$ cat src/rtl/mul_pkg.sv
// Shared definitions for the nibble-serial multiplier: FSM encoding, nibble
// width and the placement shift of one partial-product tile.
package mul_pkg;

  localparam int NIB = 4;

  typedef enum logic [1:0] {
    IDLE = 2'd0,
    RUN  = 2'd1,
    DONE = 2'd2
  } state_t;

  // Bit offset of the product of x nibble i and y nibble j.
  function automatic int tile_shift(input int i, input int j);
    return NIB * (i + j);
  endfunction

endpackage

$ cat src/rtl/bit4_mul.sv
// Combinational 4x4 unsigned multiplier using one level of Karatsuba on
// 2-bit halves: three 2/3-bit products instead of four.
module bit4_mul (
  input  logic [3:0] a,
  input  logic [3:0] b,
  output logic [7:0] p
);

  logic [1:0] a_hi, a_lo, b_hi, b_lo;
  logic [2:0] sum_a, sum_b;
  logic [3:0] z_hi, z_lo;
  logic [5:0] z_mid_full, z_mid;

  assign a_hi = a[3:2];
  assign a_lo = a[1:0];
  assign b_hi = b[3:2];
  assign b_lo = b[1:0];

  assign z_hi       = {2'b00, a_hi} * {2'b00, b_hi};
  assign z_lo       = {2'b00, a_lo} * {2'b00, b_lo};
  assign sum_a      = {1'b0, a_hi} + {1'b0, a_lo};
  assign sum_b      = {1'b0, b_hi} + {1'b0, b_lo};
  assign z_mid_full = {3'b000, sum_a} * {3'b000, sum_b};
  // Cross term a_hi*b_lo + a_lo*b_hi; never negative, so 6 bits suffice.
  assign z_mid      = z_mid_full - {2'b00, z_hi} - {2'b00, z_lo};

  assign p = {z_hi, 4'b0000} + {z_mid, 2'b00} + {4'b0000, z_lo};

endmodule

$ cat src/rtl/mul16_nibble_seq.sv
// Sequential unsigned multiplier: feeds one nibble pair per cycle to bit4_mul
// and accumulates each shifted 8-bit tile into a 2*OPW-bit product.
module mul16_nibble_seq #(
  parameter int OPW = 16,
  parameter int NIB = mul_pkg::NIB
) (
  input  logic             clk,
  input  logic             rst,
  input  logic             in_valid,
  output logic             in_ready,
  input  logic [OPW-1:0]   X,
  input  logic [OPW-1:0]   Y,
  output logic             out_valid,
  input  logic             out_ready,
  output logic [2*OPW-1:0] Z,
  output logic             busy
);
  import mul_pkg::*;

  localparam int K     = OPW / NIB;
  localparam int TILES = K * K;
  localparam int IDXW  = (TILES > 1) ? $clog2(TILES) : 1;
  localparam logic [IDXW-1:0] LAST_IDX = IDXW'(TILES - 1);

  if (NIB != 4 || OPW < NIB || (OPW % NIB) != 0) begin : g_bad_param
    $error("mul16_nibble_seq: OPW must be a multiple of 4 and NIB must be 4");
  end

  state_t            state, state_next;
  logic [OPW-1:0]    xr, yr;
  logic [2*OPW-1:0]  acc, acc_sum, tile_ext;
  logic [IDXW-1:0]   idx;
  logic [NIB-1:0]    x_nib, y_nib;
  logic [2*NIB-1:0]  tile;
  logic              last_tile;
  int                nib_i, nib_j;

  assign nib_i     = int'(idx) % K;
  assign nib_j     = int'(idx) / K;
  assign x_nib     = xr[nib_i*NIB +: NIB];
  assign y_nib     = yr[nib_j*NIB +: NIB];
  assign last_tile = (idx == LAST_IDX);

  bit4_mul u_nib_mul (
    .a (x_nib),
    .b (y_nib),
    .p (tile)
  );

  assign tile_ext = {{(2*OPW-2*NIB){1'b0}}, tile};
  assign acc_sum  = acc + (tile_ext << tile_shift(nib_i, nib_j));

  assign in_ready  = (state == IDLE);
  assign out_valid = (state == DONE);
  assign busy      = (state != IDLE);

  // NOTE: state and datapath registers use <= so every flop samples the
  // pre-edge values regardless of process evaluation order.
  always_ff @(posedge clk) begin
    if (rst) state <= IDLE;
    else     state <= state_next;
  end

  // NOTE: state_next gets its default before the case so no path through
  // the block leaves it unassigned, which would infer a latch.
  always_comb begin
    state_next = state;
    case (state)
      IDLE:    if (in_valid)  state_next = RUN;
      RUN:     if (last_tile) state_next = DONE;
      DONE:    if (out_ready) state_next = IDLE;
      default:                state_next = IDLE;
    endcase
  end

  always_ff @(posedge clk) begin
    if (rst) begin
      xr  <= '0;
      yr  <= '0;
      acc <= '0;
      idx <= '0;
      Z   <= '0;
    end else begin
      case (state)
        IDLE: begin
          if (in_valid) begin
            xr  <= X;
            yr  <= Y;
            acc <= '0;
            idx <= '0;
          end
        end
        RUN: begin
          acc <= acc_sum;
          idx <= idx + 1'b1;
          // Z is loaded only here so it holds steady through DONE and after.
          if (last_tile) Z <= acc_sum;
        end
        default: ;
      endcase
    end
  end

endmodule

$ cat config.mk
export PLATFORM = sky130hd
export DESIGN_NAME = mul16_nibble_seq
export DESIGN_NICKNAME = d
export VERILOG_FILES = /design/src/rtl/mul_pkg.sv /design/src/rtl/bit4_mul.sv /design/src/rtl/mul16_nibble_seq.sv
export SDC_FILE = /design/constraint.sdc
export NUM_CORES = 1
export LEC_CHECK = 0
export ABC_AREA = 1
export CAP_MARGIN = 20
export CORE_MARGIN = 8
export CORE_UTILIZATION = 45
export CTS_CLUSTER_SIZE = 8
export DETAILED_ROUTE_END_ITERATION = 6
export PLACE_DENSITY_LB_ADDON = 0.05
export REMOVE_ABC_BUFFERS = 1
export SLEW_MARGIN = 30
export SYNTH_ARGS = -nofsm -noshare
export SYNTH_HDL_FRONTEND = slang
export SYNTH_SLANG_ARGS = --single-unit
$ cat constraint.sdc
create_clock -name clk -period 8.5 [get_ports clk]
set_input_delay 1.7 -clock clk [delete_from_list [all_inputs] [get_ports clk]]
set_output_delay 1.7 -clock clk [all_outputs]
set_load 0.02 [all_outputs]
-- After elaboration in Yosys (flattened, before gate mapping)
Cells that the tools add are included.
- register bits after elaboration: 102
- input bits: 36
- $add $sub $neg: 9
- multiply operators: 3
- eq/ne operators: 6
- shift operators: 3
- muxes and demuxes: 8
- reductions and logical operators: 7
- operators with widths (kind ; count):
    $pmux 32 s2 ; 1
    $add 32x32->32 ; 1
    $mux 32 ; 1
    $shiftx 16x5->4 ; 2
    $shl 8x5->32 ; 1
    $sub 6x4->6 ; 2
    $add 2x2->3 ; 3
    $add 8x4->8 ; 1
    $add 8x8->8 ; 1
    $mul 2x2->4 ; 2
    $pmux 4 s2 ; 1
    $mul 3x3->6 ; 1
    $mux 2 ; 3
    $pmux 2 s3 ; 1
    $reduce_and 2->1 ; 3
    $add 4x1->4 const B ; 1
    $eq 4x4->1 const B ; 1
    $mux 4 ; 1
    $ne 2x2->1 const B ; 2
    $reduce_bool 2->1 ; 2
    $reduce_and 3->1 ; 1
    $eq 2x1->1 const B ; 1
    $eq 2x2->1 const B ; 1
    $logic_not 2->1 ; 1
    $ne 2x1->1 const B ; 1

-- Logic depth before layout (Yosys ltp)
- depth in word-level cells: 10
- mapped depth: 43
- gate-level depth less buffers: 42

-- By module
Synthesis repeated with hierarchy kept, for this count alone.
- cell total of the unflattened synthesis: 1226
- area, all modules: 7483.4 um^2
- modules (own cells, without submodules) (module ; instances ; cells an instance ; area an instance (um^2) ; seq. area each (um^2)):
    mul16_nibble_seq ; 1 ; 1106 ; 6625.1 ; 2042.0
    bit4_mul ; 1 ; 120 ; 858.3 ; 0.0

-- Worst setup path after synthesis
No wires, ideal clock.
- path kind: reg-to-reg
- from: register idx[0]
- to: register Z[27]
- arrival time: 5.974 ns
- required time: 8.387 ns
- setup slack: 2.413 ns
- stages on the path, launching flop included: 34
- path buffers: 1
- cell sequence: dfxtp_1 buf_2 clkinv_2 nand2_1 a32o_1 nor2_1 ha_1 ha_1 inv_1 fa_1 fa_1 fa_1 fa_1 xor2_1 ha_1 a21oi_1 o21ai_0 xnor2_1 nand2_1 o21ai_0 nor2_1 ha_1 nand2_1 inv_1 a21oi_1 nand2_1 a21oi_2 inv_1 nand2_1 nand2_1 nand2_1 nand2_1 o21ai_1 inv_1
- cells in the longest elaborated chain, start to end: 9
- elaborated cells on any way between the ends: 14
- ends and longest elaborated chain (item ; RTL line ; RTL):
    from (decl) ; mul16_nibble_seq.sv:32 ; logic [IDXW-1:0] idx;
    from (signal assigned) ; mul16_nibble_seq.sv:95 ; idx <= idx + 1'b1;
    $shiftx 16x5->4 ; mul16_nibble_seq.sv:40 ; assign x_nib = xr[nib_i*NIB +: NIB];
    $add 2x2->3 ; bit4_mul.sv:21 ; assign sum_a = {1'b0, a_hi} + {1'b0, a_lo};
    $mul 3x3->6 ; bit4_mul.sv:23 ; assign z_mid_full = {3'b000, sum_a} * {3'b000, sum_b};
    $sub 6x4->6 (2 in a row) ; bit4_mul.sv:25 ; assign z_mid = z_mid_full - {2'b00, z_hi} - {2'b00, z_lo};
    $add 8x8->8 ; bit4_mul.sv:27 ; assign p = {z_hi, 4'b0000} + {z_mid, 2'b00} + {4'b0000, z_lo};
    $add 8x4->8 ; bit4_mul.sv:27 ;
    $shl 8x5->32 ; mul16_nibble_seq.sv:51 ; assign acc_sum = acc + (tile_ext << tile_shift(nib_i, nib_j));
    $add 32x32->32 ; mul16_nibble_seq.sv:51 ;
    to (signal assigned) ; mul16_nibble_seq.sv:97 ; if (last_tile) Z <= acc_sum;
    to (decl) ; mul16_nibble_seq.sv:15 ; output logic [2*OPW-1:0] Z,
Several ways; a longest one is shown, not always the timed one.
A chain may end at the register's enable or synchronous reset.

-- Worst setup path in the final report
- from: register idx[0]
- to: register Z[23]
Same word-level chain as after synthesis.

==> impl_metrics.env <==
export IMPL_cts_htree_levels=3
export IMPL_diodes=0
export IMPL_cts_buffer_depth=2
export IMPL_die_w_um=142
export IMPL_cts_made_buffers=9
export IMPL_fin_nets=1254
export IMPL_clock_fmax_mhz=141
export IMPL_place_congestion=0.932
export IMPL_rsz0062_at_grt="false"
export IMPL_r2r_end="Z[23]"
export IMPL_reg2reg_depth=31
export IMPL_viasPerCell=4.94
export IMPL_whs_path_depth=2
export IMPL_post_cts_setup_buffers=0
export IMPL_synth_compound_area_frac=0.164
export IMPL_synth_seq_cells=102
export IMPL_tns_ns=0
export IMPL_boundaryPins=71
export IMPL_cts_hold_buffers=0
export IMPL_fin_skew_ns=0.00909
export IMPL_crit_type="register to register"
export IMPL_setup_viol=0
export IMPL_final_hold_violation_count=0
export IMPL_grt_pass1_wl_um=31500
export IMPL_multi_input_area_um2=4450
export IMPL_status="complete, no violations"
export IMPL_drive_gt1_frac=0.0562
export IMPL_syn_area_per_cell_um2=6.53
export IMPL_netlist_area_um2=7190
export IMPL_antenna_found_initial=0
export IMPL_dp_cells=1357
export IMPL_chipHeight_um=142
export IMPL_wl_um=19200
export IMPL_synthMuxAreaShare=0.00139
export IMPL_ir_drop_uv=123
export IMPL_hold_end="Z[2]"
export IMPL_firstDrtPassIters=5
export IMPL_rr_startpoint="idx[0]"
export IMPL_synth_adder_area_share=0.129
export IMPL_wl_per_cell_um=14.0
export IMPL_cts_sinks=102
export IMPL_dp_hpwl_um=15000
export IMPL_synth_top_family_by_area="simple AND/OR/NAND/NOR gates"
export IMPL_drt_iter0_markers=526
export IMPL_critPathArrivalTime_ns=7.36
export IMPL_stdcell_count=1373
export IMPL_worst_setup_path_end_kind="register"
export IMPL_cap_violations=0
export IMPL_synthToLayoutAreaGrowth_pct=16.0
export IMPL_yosys_warnings=0
export IMPL_post_place_ws_ns=1.48
export IMPL_worst_slew_pin_slew_ns=0.918
export IMPL_dieArea_um2=20300
export IMPL_grt_max_degree=68
export IMPL_reg2reg_slack_ns=1.41
export IMPL_finalCritPeriodShare=0.834
export IMPL_hold_start="Z[2]"
export IMPL_ant_nets=0
export IMPL_rows=46
export IMPL_grt_pass1_vias=6199
export IMPL_gr_total_overflow=0
export IMPL_leakage_uw=0.00387
export IMPL_path_max_fanout=12
export IMPL_vias=6788
export IMPL_seqCellArea_um2=2040
export IMPL_synth_cells=1101
export IMPL_clockRootBuffer="clkbuf_16"
export IMPL_slowest_stage="dfxtp_1"
export IMPL_drc=0
export IMPL_finalMaxSlewViolations=0
export IMPL_postCtsResizedCells=0
export IMPL_critPathRequiredTime_ns=8.76
export IMPL_coreArea_um2=15800
export IMPL_relSlewSlack=0.387
export IMPL_startpoint_type="register"
export IMPL_synthXorXnorAreaFrac=0.0256
export IMPL_timing_final_ws_setup_ns=1.41
export IMPL_track_usage=0.194
export IMPL_insertion_delay_ns=0.36
export IMPL_synth_simple_area_share=0.299
export IMPL_finalPower_uw=1420
export IMPL_cts_tree="yes"
export IMPL_p_per_area_nw_per_um2=170
export IMPL_seq_area_frac_synth=0.284
export IMPL_period_minus_slack_ns=7.09
export IMPL_port_buffers=70
export IMPL_max_stage_delay_ns=0.57
export IMPL_min_path_type="register to register"
export IMPL_start_util=0.456
export IMPL_synthDistinctLibCells=50
export IMPL_cp_common_cell="nand2_1"
export IMPL_cts_clk_slew_worst_paths_ns=0.08
export IMPL_fill_cells=1696
-- synthesized netlist by cell type (all sizes together) --
cell / instances / share of area
a211oi: 1 / 0.0010
a21boi: 4 / 0.0047
a21o: 4 / 0.0042
a21oi: 84 / 0.063
a221oi: 1 / 0.0012
a31oi: 7 / 0.0061
a32o: 2 / 0.0028
a32oi: 6 / 0.0084
buf: 21 / 0.016
clkbuf: 13 / 0.0068
clkinv: 1 / 0.00070
dfxtp: 102 / 0.28
fa: 13 / 0.036
ha: 53 / 0.092
inv: 142 / 0.074
mux2i: 1 / 0.0014
nand2: 268 / 0.14
nand3: 33 / 0.026
nand3b: 1 / 0.0010
nand4: 4 / 0.0035
nor2: 211 / 0.11
nor3: 6 / 0.0049
nor4: 3 / 0.0044
o211ai: 2 / 0.0028
o21a: 2 / 0.0021
o21ai: 83 / 0.058
o21bai: 6 / 0.0068
o22ai: 2 / 0.0017
o32ai: 1 / 0.0012
or2: 3 / 0.0026
xnor2: 6 / 0.0073
xor2: 15 / 0.018
-- where the power goes --
group	leakage, uW	internal [uW]	total [uW]	switching (uW)
combinational	0.00290	174	483	309
sequential	0.000830	499	516	16.3
clock	0.000146	215	422	207
-- how the worst max path moves through the flow --
stage	from	end	slack, ns	depth (start not counted)
global placement	idx[0]	Z[27]	1.54	32
global route	idx[2]	Z[27]	0.93	33
detailed placement	idx[0]	Z[27]	1.48	32
finish	idx[0]	Z[23]	1.41	31
floorplan	idx[0]	acc[21]	2.36	28
CTS	idx[0]	Z[27]	1.43	32
-- flip-flops by register name, summed over array words and instances (netlist names) --
register / cells
Z: 32
acc: 32
idx: 4
state: 2
xr: 16
yr: 16
-- layout make-up --
cell class | count | share of cell area
flip-flops and latches | 102 | 0.245
clock inverters | 6 | 0.00766
multi-input cells | 822 | 0.535
clock buffers | 10 | 0.0287
inverters | 143 | 0.0646
repair buffers | 74 | 0.0871
well taps | 216 | 0.0324
-- metal layers --
layer  GRT usage  up-vias  routed length, um  share of wire
li1            -     3620                  -              -
met1       0.280     3004              10100           0.52
met2       0.288      150               7980           0.42
met3      0.0312       14                900          0.047
met4      0.0570        0                241          0.013
met5           0        -                  0              0
-- metrics by stage --
stage | cell area (um^2) | hold slack [ns] | utilization
after global placement | 8030 | 0.451 | 0.509
after floorplan | 7020 | 0.439 | -
after CTS | 8330 | 0.468 | 0.528
after detailed placement | 8030 | 0.456 | 0.509
after global routing | 8330 | 0.476 | 0.528
final | 8330 | 0.463 | 0.528
-- worst max-delay path: cells and delay by family (launching register included) --
| family | cells | cell delay (ns) |
|---|---|---|
| buf+inv | 3 | 0.35 |
| fa+ha+maj | 8 | 3.31 |
| flops | 1 | 0.57 |
| compound gates | 7 | 1.33 |
| simple gates | 11 | 0.91 |
| xor+xnor | 2 | 0.50 |
-- placed cells by master, fill, tap and decap left out, types with 6 or more instances in the layout --
cell,netlist,layout
a31oi_1,7,7
dfxtp_1,102,102
clkdlybuf4s50_1,0,69
a21oi_2,8,8
xnor2_1,6,6
fa_1,13,13
nand3_1,29,29
nand2_2,9,9
inv_2,6,6
clkbuf_16,0,9
ha_1,53,53
inv_1,136,136
nand2_1,258,258
o21ai_0,71,71
o21ai_1,11,11
xor2_1,15,15
nor2_1,205,204
a21oi_1,76,76
-- logic make-up (layout without fill, tap and decap cells) --
| kind of cell | Yosys count | in the layout |
|---|---|---|
| buffers and inverters | 177 | 233 |
| and+or+nand+nor | 529 | 529 |
| muxes | 1 | 1 |
| adders and majority gates | 66 | 66 |
| AOI/OAI and AO/OA | 205 | 205 |
| DFF | 102 | 102 |
| xor gates and xnor gates | 21 | 21 |
No activity file was read; power rests on OpenSTA's default activity.
